## src/rtl/voice_phase_sequencer.sv

```systemverilog
// Per-voice phase accumulator with a round-robin READ/UPDATE scheduler.
// Each sample_tick walks every voice once and emits its pre-increment phase to the wavetable stage.
module voice_phase_sequencer #(
    parameter int NUM_VOICES  = 16,
    parameter int ACC_WIDTH   = 24,
    parameter int PHASE_WIDTH = 10
) (
    input  logic                   clk,
    input  logic                   reset,
    input  logic                   sample_tick,
    input  logic                   cfg_we,
    input  logic [7:0]             cfg_voice,
    input  logic [ACC_WIDTH-1:0]   cfg_increment,
    input  logic [3:0]             cfg_wave,
    input  logic                   cfg_gate,
    output logic [PHASE_WIDTH-1:0] phase,
    output logic [3:0]             wave_select,
    output logic [7:0]             voice_index,
    output logic                   voice_valid,
    output logic                   voice_active,
    output logic                   frame_busy,
    output logic                   frame_done,
    output logic                   tick_overrun
);

    localparam int         IDX_W       = (NUM_VOICES > 1) ? $clog2(NUM_VOICES) : 1;
    localparam logic [7:0] LAST_VOICE  = 8'(NUM_VOICES - 1);
    localparam logic [8:0] VOICE_LIMIT = 9'(NUM_VOICES);

    typedef enum logic [1:0] {
        IDLE   = 2'd0,
        READ   = 2'd1,
        UPDATE = 2'd2
    } state_t;

    state_t state;
    state_t state_next;
    logic [7:0] voice;
    logic [7:0] voice_next;

    logic [ACC_WIDTH-1:0] acc  [NUM_VOICES];
    logic [ACC_WIDTH-1:0] inc  [NUM_VOICES];
    logic [3:0]           wave [NUM_VOICES];
    logic                 gate [NUM_VOICES];

    logic [ACC_WIDTH-1:0] f_acc;
    logic [ACC_WIDTH-1:0] f_inc;
    logic [3:0]           f_wave;
    logic                 f_gate;

    logic [IDX_W-1:0] vi;
    logic [IDX_W-1:0] ci;
    logic             cfg_hit;

    assign vi         = voice[IDX_W-1:0];
    assign ci         = cfg_voice[IDX_W-1:0];
    assign cfg_hit    = cfg_we && ({1'b0, cfg_voice} < VOICE_LIMIT);
    assign frame_busy = (state != IDLE);

    always_comb begin
        state_next = state;
        voice_next = voice;
        unique case (state)
            IDLE: begin
                if (sample_tick) begin
                    state_next = READ;
                    voice_next = '0;
                end
            end
            READ: begin
                state_next = UPDATE;
            end
            UPDATE: begin
                if (voice == LAST_VOICE) begin
                    state_next = IDLE;
                    voice_next = '0;
                end else begin
                    state_next = READ;
                    voice_next = voice + 8'd1;
                end
            end
            default: begin
                state_next = IDLE;
                voice_next = '0;
            end
        endcase
    end

    always_ff @(posedge clk) begin
        if (reset) begin
            state        <= IDLE;
            voice        <= '0;
            f_acc        <= '0;
            f_inc        <= '0;
            f_wave       <= '0;
            f_gate       <= 1'b0;
            phase        <= '0;
            wave_select  <= '0;
            voice_index  <= '0;
            voice_valid  <= 1'b0;
            voice_active <= 1'b0;
            frame_done   <= 1'b0;
            tick_overrun <= 1'b0;
            for (int i = 0; i < NUM_VOICES; i++) begin
                acc[i]  <= '0;
                inc[i]  <= '0;
                wave[i] <= '0;
                gate[i] <= 1'b0;
            end
        end else begin
            state        <= state_next;
            voice        <= voice_next;
            voice_valid  <= 1'b0;
            frame_done   <= 1'b0;
            tick_overrun <= sample_tick && (state != IDLE);

            if (state == READ) begin
                f_acc  <= acc[vi];
                f_inc  <= inc[vi];
                f_wave <= wave[vi];
                f_gate <= gate[vi];
            end

            if (state == UPDATE) begin
                phase        <= f_acc[ACC_WIDTH-1 -: PHASE_WIDTH];
                wave_select  <= f_wave;
                voice_index  <= voice;
                voice_active <= f_gate;
                voice_valid  <= 1'b1;
                frame_done   <= (voice == LAST_VOICE);
                // Live gate is also checked so a gate-clear landing between READ and UPDATE is not undone.
                acc[vi]      <= (f_gate && gate[vi]) ? f_acc + f_inc : '0;
            end

            // Placed after the writeback so a same-edge gate-clear takes priority.
            if (cfg_hit) begin
                inc[ci]  <= cfg_increment;
                wave[ci] <= cfg_wave;
                gate[ci] <= cfg_gate;
                if (!cfg_gate) begin
                    acc[ci] <= '0;
                end
            end
        end
    end

endmodule

```

## config.mk

```make
export PLATFORM = sky130hd
export DESIGN_NAME = voice_phase_sequencer
export DESIGN_NICKNAME = d
export VERILOG_FILES = /design/src/rtl/voice_phase_sequencer.sv
export SDC_FILE = /design/constraint.sdc
export NUM_CORES = 2
export LEC_CHECK = 0
export ABC_AREA = 1
export BUFFER_PORTS_ARGS = -buffer_cell sky130_fd_sc_hd__buf_2
export CORE_AREA = 2 2 280 282
export DETAILED_ROUTE_END_ITERATION = 7
export DIE_AREA = 0 0 282 284
export GPL_TIMING_DRIVEN = 1
export PLACE_DENSITY = 0.71
export SYNTH_ARGS = -nofsm -noshare
export SYNTH_HDL_FRONTEND = slang
export SYNTH_SLANG_ARGS = --single-unit
```

## constraint.sdc

```tcl
create_clock -name clk -period 3 [get_ports clk]
set_input_delay 0.3 -clock clk [delete_from_list [all_inputs] [get_ports clk]]
set_output_delay 0.3 -clock clk [all_outputs]
set_load 0.02 [all_outputs]
```

# After elaboration in Yosys (flattened, before gate mapping)
# Memories as Yosys holds them, arrays and structs flattened. A register that Yosys moved wholly into a read port is not among the register bits.
# Index checks and enable logic that the tools add are counted.
[word_totals]
reg_bits = 37
ram_bits = 848
out_inout_bits = 27
memories = 4
[memory_table]
columns = ["name", "depth", "word_bits", "rd", "rd_ports_with_merged_regs", "write_ports", "line_no", "rtl"]
rows = [
  ["acc", 16, 24, 1, 1, 16, "41", "logic [ACC_WIDTH-1:0] acc [NUM_VOICES];"],
  ["inc", 16, 24, 1, 1, 16, "42", "logic [ACC_WIDTH-1:0] inc [NUM_VOICES];"],
  ["wave", 16, 4, 1, 1, 16, "43", "logic [3:0] wave [NUM_VOICES];"],
  ["gate", 16, 1, 1, 1, 16, "44", "logic gate [NUM_VOICES];"],
]
[op_classes]
add_sub_neg = 2
order_cmp = 1
eq_ne = 4
mux = 36
bitwise = 2
n_reduce_logical = 12
[ops]
columns = ["cell", "n"]
rows = [
  ["24-bit 2-to-1 mux", 4],
  ["24-bit OR reduction", 3],
  ["4-bit 2-to-1 mux", 8],
  ["24-bit adder", 1],
  ["8-bit case mux with 3 select lines", 1],
  ["1-bit 2-to-1 mux", 19],
  ["8-bit 2-to-1 mux", 2],
  ["8-bit by 1-bit adder with 8-bit output, second input constant", 1],
  ["8-bit by 4-bit == test with 1-bit output, second input constant", 1],
  ["8-bit by 5-bit < comparator with 1-bit output, second input constant", 1],
  ["2-bit case mux with 3 select lines", 1],
  ["4-bit OR reduction", 1],
  ["1-bit logical AND", 3],
  ["2-bit by 1-bit == test with 1-bit output, second input constant", 1],
  ["2-bit == test, second input constant", 1],
  ["2-bit zero test", 1],
  ["2-bit 2-to-1 mux", 1],
  ["2-bit inequality test, second input constant", 1],
  ["1-bit NOT", 2],
  ["2-bit AND reduction", 1],
  ["2-bit nonzero test", 1],
  ["2-bit OR reduction", 1],
  ["1-bit OR reduction", 1],
]

# Logic depth before layout (Yosys ltp)
[depth]
ltp_word = 7
ltp_mapped = 15
mapped_depth_nobuf = 14

# Worst setup path before layout
# OpenSTA, ideal clock, no wires.
[synth_timing]
path_kind = "flip-flop to flip-flop"
start = "register voice[0]"
end = "memory acc[12][10]"
setup_ns = 0.070
arrival_ns = 2.180
slack_ns = 0.750
path_stages_with_launch = 12
n_path_buf = 4
period_less_slack_ns = 2.250
cell_sequence = "dfxtp_1 buf_2 inv_1 buf_2 clkbuf_1 ha_1 nand2_2 nor2_2 nor2_1 clkbuf_1 nand2_1 a21oi_1"
[synth_lines]
columns = ["item", "line_no", "rtl"]
rows = [
  ["from (decl)", "38", "logic [7:0] voice;"],
  ["from (signal assigned)", "112", "voice <= voice_next;"],
  ["to (decl)", "41", ""],
]

==> results.ini <==
[run_status]
status=finished clean

[hold_path]
min_delay_path_depth=2
worstHoldPathType=in2reg

[sta]
fin_ws_ps=222
slew_headroom_pct=14.7
tightest_slew_ps=1280
fin_skew_ps=19.9
setup_viol=0
drv_slew=0
hold-worst-slack_ps=95.8
fin_crit_ps=2780
finalHoldViolCount=0
min_period_over_period_pct=92.6
fmax_mhz=360
fin_tns_setup_ps=0
rsz0062_at_grt=no

[power_and_ir_drop]
power_frac_seq_pct=48.6
vdd_drop_max_mv=0.509
powerDensity_nw_per_um2=620
combPwrFrac_pct=9.9
p_int_mw=21.5
power_frac_clock_pct=41.5
swShare_pct=25.7
p_leak_nw=17.6
p_sw_mw=7.46

[detailed_routing]
drt_iter0_drc=5322
dr.pass1.iters=6
drt-vias-per-instance=6.18
ant_nets=0
drcViolationCount=0
routedWlPerCell_um=23.6
num_vias=37400
totalWireLength_um=143000

[synthesis]
yosys_most_used_dff=dfxtp_1
synth_nets=5070
yosysSeqAreaShare_pct=56.0
ys_warn_count=0
synth-seq-cells=941
netlist_area_um2=42000
synth_edf_count=464
synth_cells=5001
yosysUniqueCellTypes=46
avgSynthCellArea_um2=8.39
synth_async_sr_flop_share_pct=0

[layout]
postLayoutCellArea_um2=46800
nets=4994
drive_gt1_share_pct=9.77
area_growth_pct=11.5
antenna_cells=0

[setup_path]
worstSetupPathType=reg2reg
crit_fanout=22
path_depth=5
reg2reg_depth=5
startpoint_type=register
crit_required_ps=3500
cp_slowest_cell=a41oi_1
end_kind=register
max_stage_delay_ps=640
arrival_ps=3280
cpMostUsedCell=nand2_1
crit_buf_inv=2
path_cells=nand2_1 > inv_2 > buf_4 > nand2_1 > a41oi_1
path_delay_family=buffers and inverters

[global_route]
grt_max_degree=145
overflow=0
grt_first_pass_wirelength_um=215000
grt_pass1_vias=34700
track_usage_pct=35.2
grt_antenna_before_repair=3

[clock_network]
clkTransAtPathRegs_ps=70
cts_tree=yes
cts_root_buf=clkbuf_16
cts_buffers=96
cts.htree.levels=3
clock_latency_ps=680
clock_path_buffers=3
clock_sinks=941

[floorplanning]
std_cell_rows=102
die_height_um=284
core-area_um2=77000
die-area_um2=80100
die_w_um=282
start_util_pct=54.5
boundaryPins=68

[place]
port_buffers=67
dp_hpwl_um=85900
globalplace.congestion=0.964
placed_cell_area_um2=43600
preCtsSetupSlack_ps=384

[run]
maxCapViolCount=0

[layout make-up]
cell class | instances | area (um2)
clock buffer | 129 | 2700
multi-input combinational | 3507 | 16400
clock inverter | 48 | 464
inverter | 146 | 567
sequential | 941 | 23500
timing repair buffer | 233 | 1900
tap | 1040 | 1300
fill | 6675 | 30200
[cell usage in the layout, fill, tap and decap left out, types with 7 or more instances in the layout]
master,instances
clkinv_2,23
nor2_8,10
clkinv_1,11
nor2_1,966
o21ai_0,497
dfxtp_1,475
nand2_2,26
o22ai_1,209
inv_2,8
buf_4,140
nand3_1,83
xnor2_1,8
a41oi_1,48
inv_1,133
nor2_2,38
buf_2,67
nand4_1,102
nor2_4,7
buf_12,25
clkbuf_8,13
edfxtp_1,464
bufinv_16,7
a21oi_1,460
clkbuf_16,98
nand2_1,983
clkbuf_1,18
ha_1,27
[synthesized netlist by cell type, types with 5 or more instances]
| cell type | count | area share (%) |
|---|---|---|
| inv_2 | 7 | 0.063 |
| nor2_1 | 985 | 8.8 |
| buf_2 | 74 | 0.88 |
| nand2_1 | 1004 | 9.0 |
| edfxtp_1 | 464 | 33 |
| nand4_1 | 102 | 1.5 |
| o22ai_1 | 209 | 3.1 |
| ha_1 | 27 | 0.80 |
| o21ai_0 | 497 | 5.9 |
| nand3_1 | 84 | 1.0 |
| a41oi_1 | 48 | 1.0 |
| nor2_8 | 10 | 0.48 |
| inv_1 | 136 | 1.2 |
| a21oi_1 | 460 | 5.5 |
| nand3b_1 | 6 | 0.11 |
| nor2_2 | 23 | 0.34 |
| clkbuf_1 | 306 | 2.7 |
| buf_4 | 14 | 0.25 |
| dfxtp_1 | 477 | 23 |
| nand2_2 | 5 | 0.075 |
| buf_1 | 9 | 0.080 |
| xnor2_1 | 8 | 0.17 |
[worst reg2reg max path, cell delays in order, from the launching register on]
cell	delay, ps
dfxtp_1	490
nand2_1	380
inv_2	580
buf_4	360
nand2_1	170
a41oi_1	640
[state kept, by name, summed over array words and instances, names as in the netlist, named ones only]
name and count:
acc 384, f_acc 24, f_gate 1, f_inc 24
f_wave 4, frame_done 1, gate 16, inc 384
phase 10, state 2, tick_overrun 1, voice 8
voice_active 1, voice_index 8, voice_valid 1, wave 64
wave_select 4
[per-layer routing]
layer | track usage, % | vias to the layer above | wire [um]
met5 | 0 | - | 13
met4 | 18.6 | 2 | 8430
met3 | 5.82 | 426 | 15900
met2 | 53.8 | 2379 | 63600
met1 | 48.1 | 17700 | 54700
li1 | - | 16800 | -
[final timing paths]
path | startpoint | end | slack [ps]
min reg2reg | acc[1][15] | acc[1][15] | 460
min | reset | tick_overrun | 100
max reg2reg | voice[3] | f_inc[14] | 220
max | voice[3] | f_inc[14] | 220
[stage by stage]
stage / instances / total power, mW / util [%]
2_1_floorplan: 5001 / 16.0 / -
3_3_place_gp: 5866 / 17.1 / 56.7
3_5_place_dp: 5866 / 17.1 / 56.7
4_1_cts: 6044 / 28.9 / 60.8
5_1_grt: 6044 / 29.7 / 60.8
6_report: 6044 / 29.0 / 60.8
[power groups by stage]
| stage | combinational (mW) | sequential (mW) | clock, mW |
|---|---|---|---|
| after global placement | 2.77 | 14.3 | 0 |
| after detailed placement | 2.77 | 14.4 | 0 |
| after global routing | 3.02 | 14.1 | 12.6 |
| after floorplan | 1.66 | 14.3 | 0 |
| after CTS | 2.78 | 14.1 | 12.1 |
| final | 2.86 | 14.1 | 12.0 |
[repair_timing]
item | CTS | global route
hold endpoints to repair | 2 | 0
gates resized for setup | 0 | 0
buffers inserted | 0 | 0
hold buffers | 1 | 0
[kinds of logic (layout without fill, tap and decap cells)]
family          Yosys count  count (layout)  synth area share, %
flops                   941             941                 56.0
compound gates         1226            1226                 15.8
xor+xnor                 12              12                0.268
simple gates           2241            2241                 21.8
buf+inv                 553             556                 5.40
fa+ha+maj                28              28                0.853
Note: power is estimated with default switching activity, not from simulation.
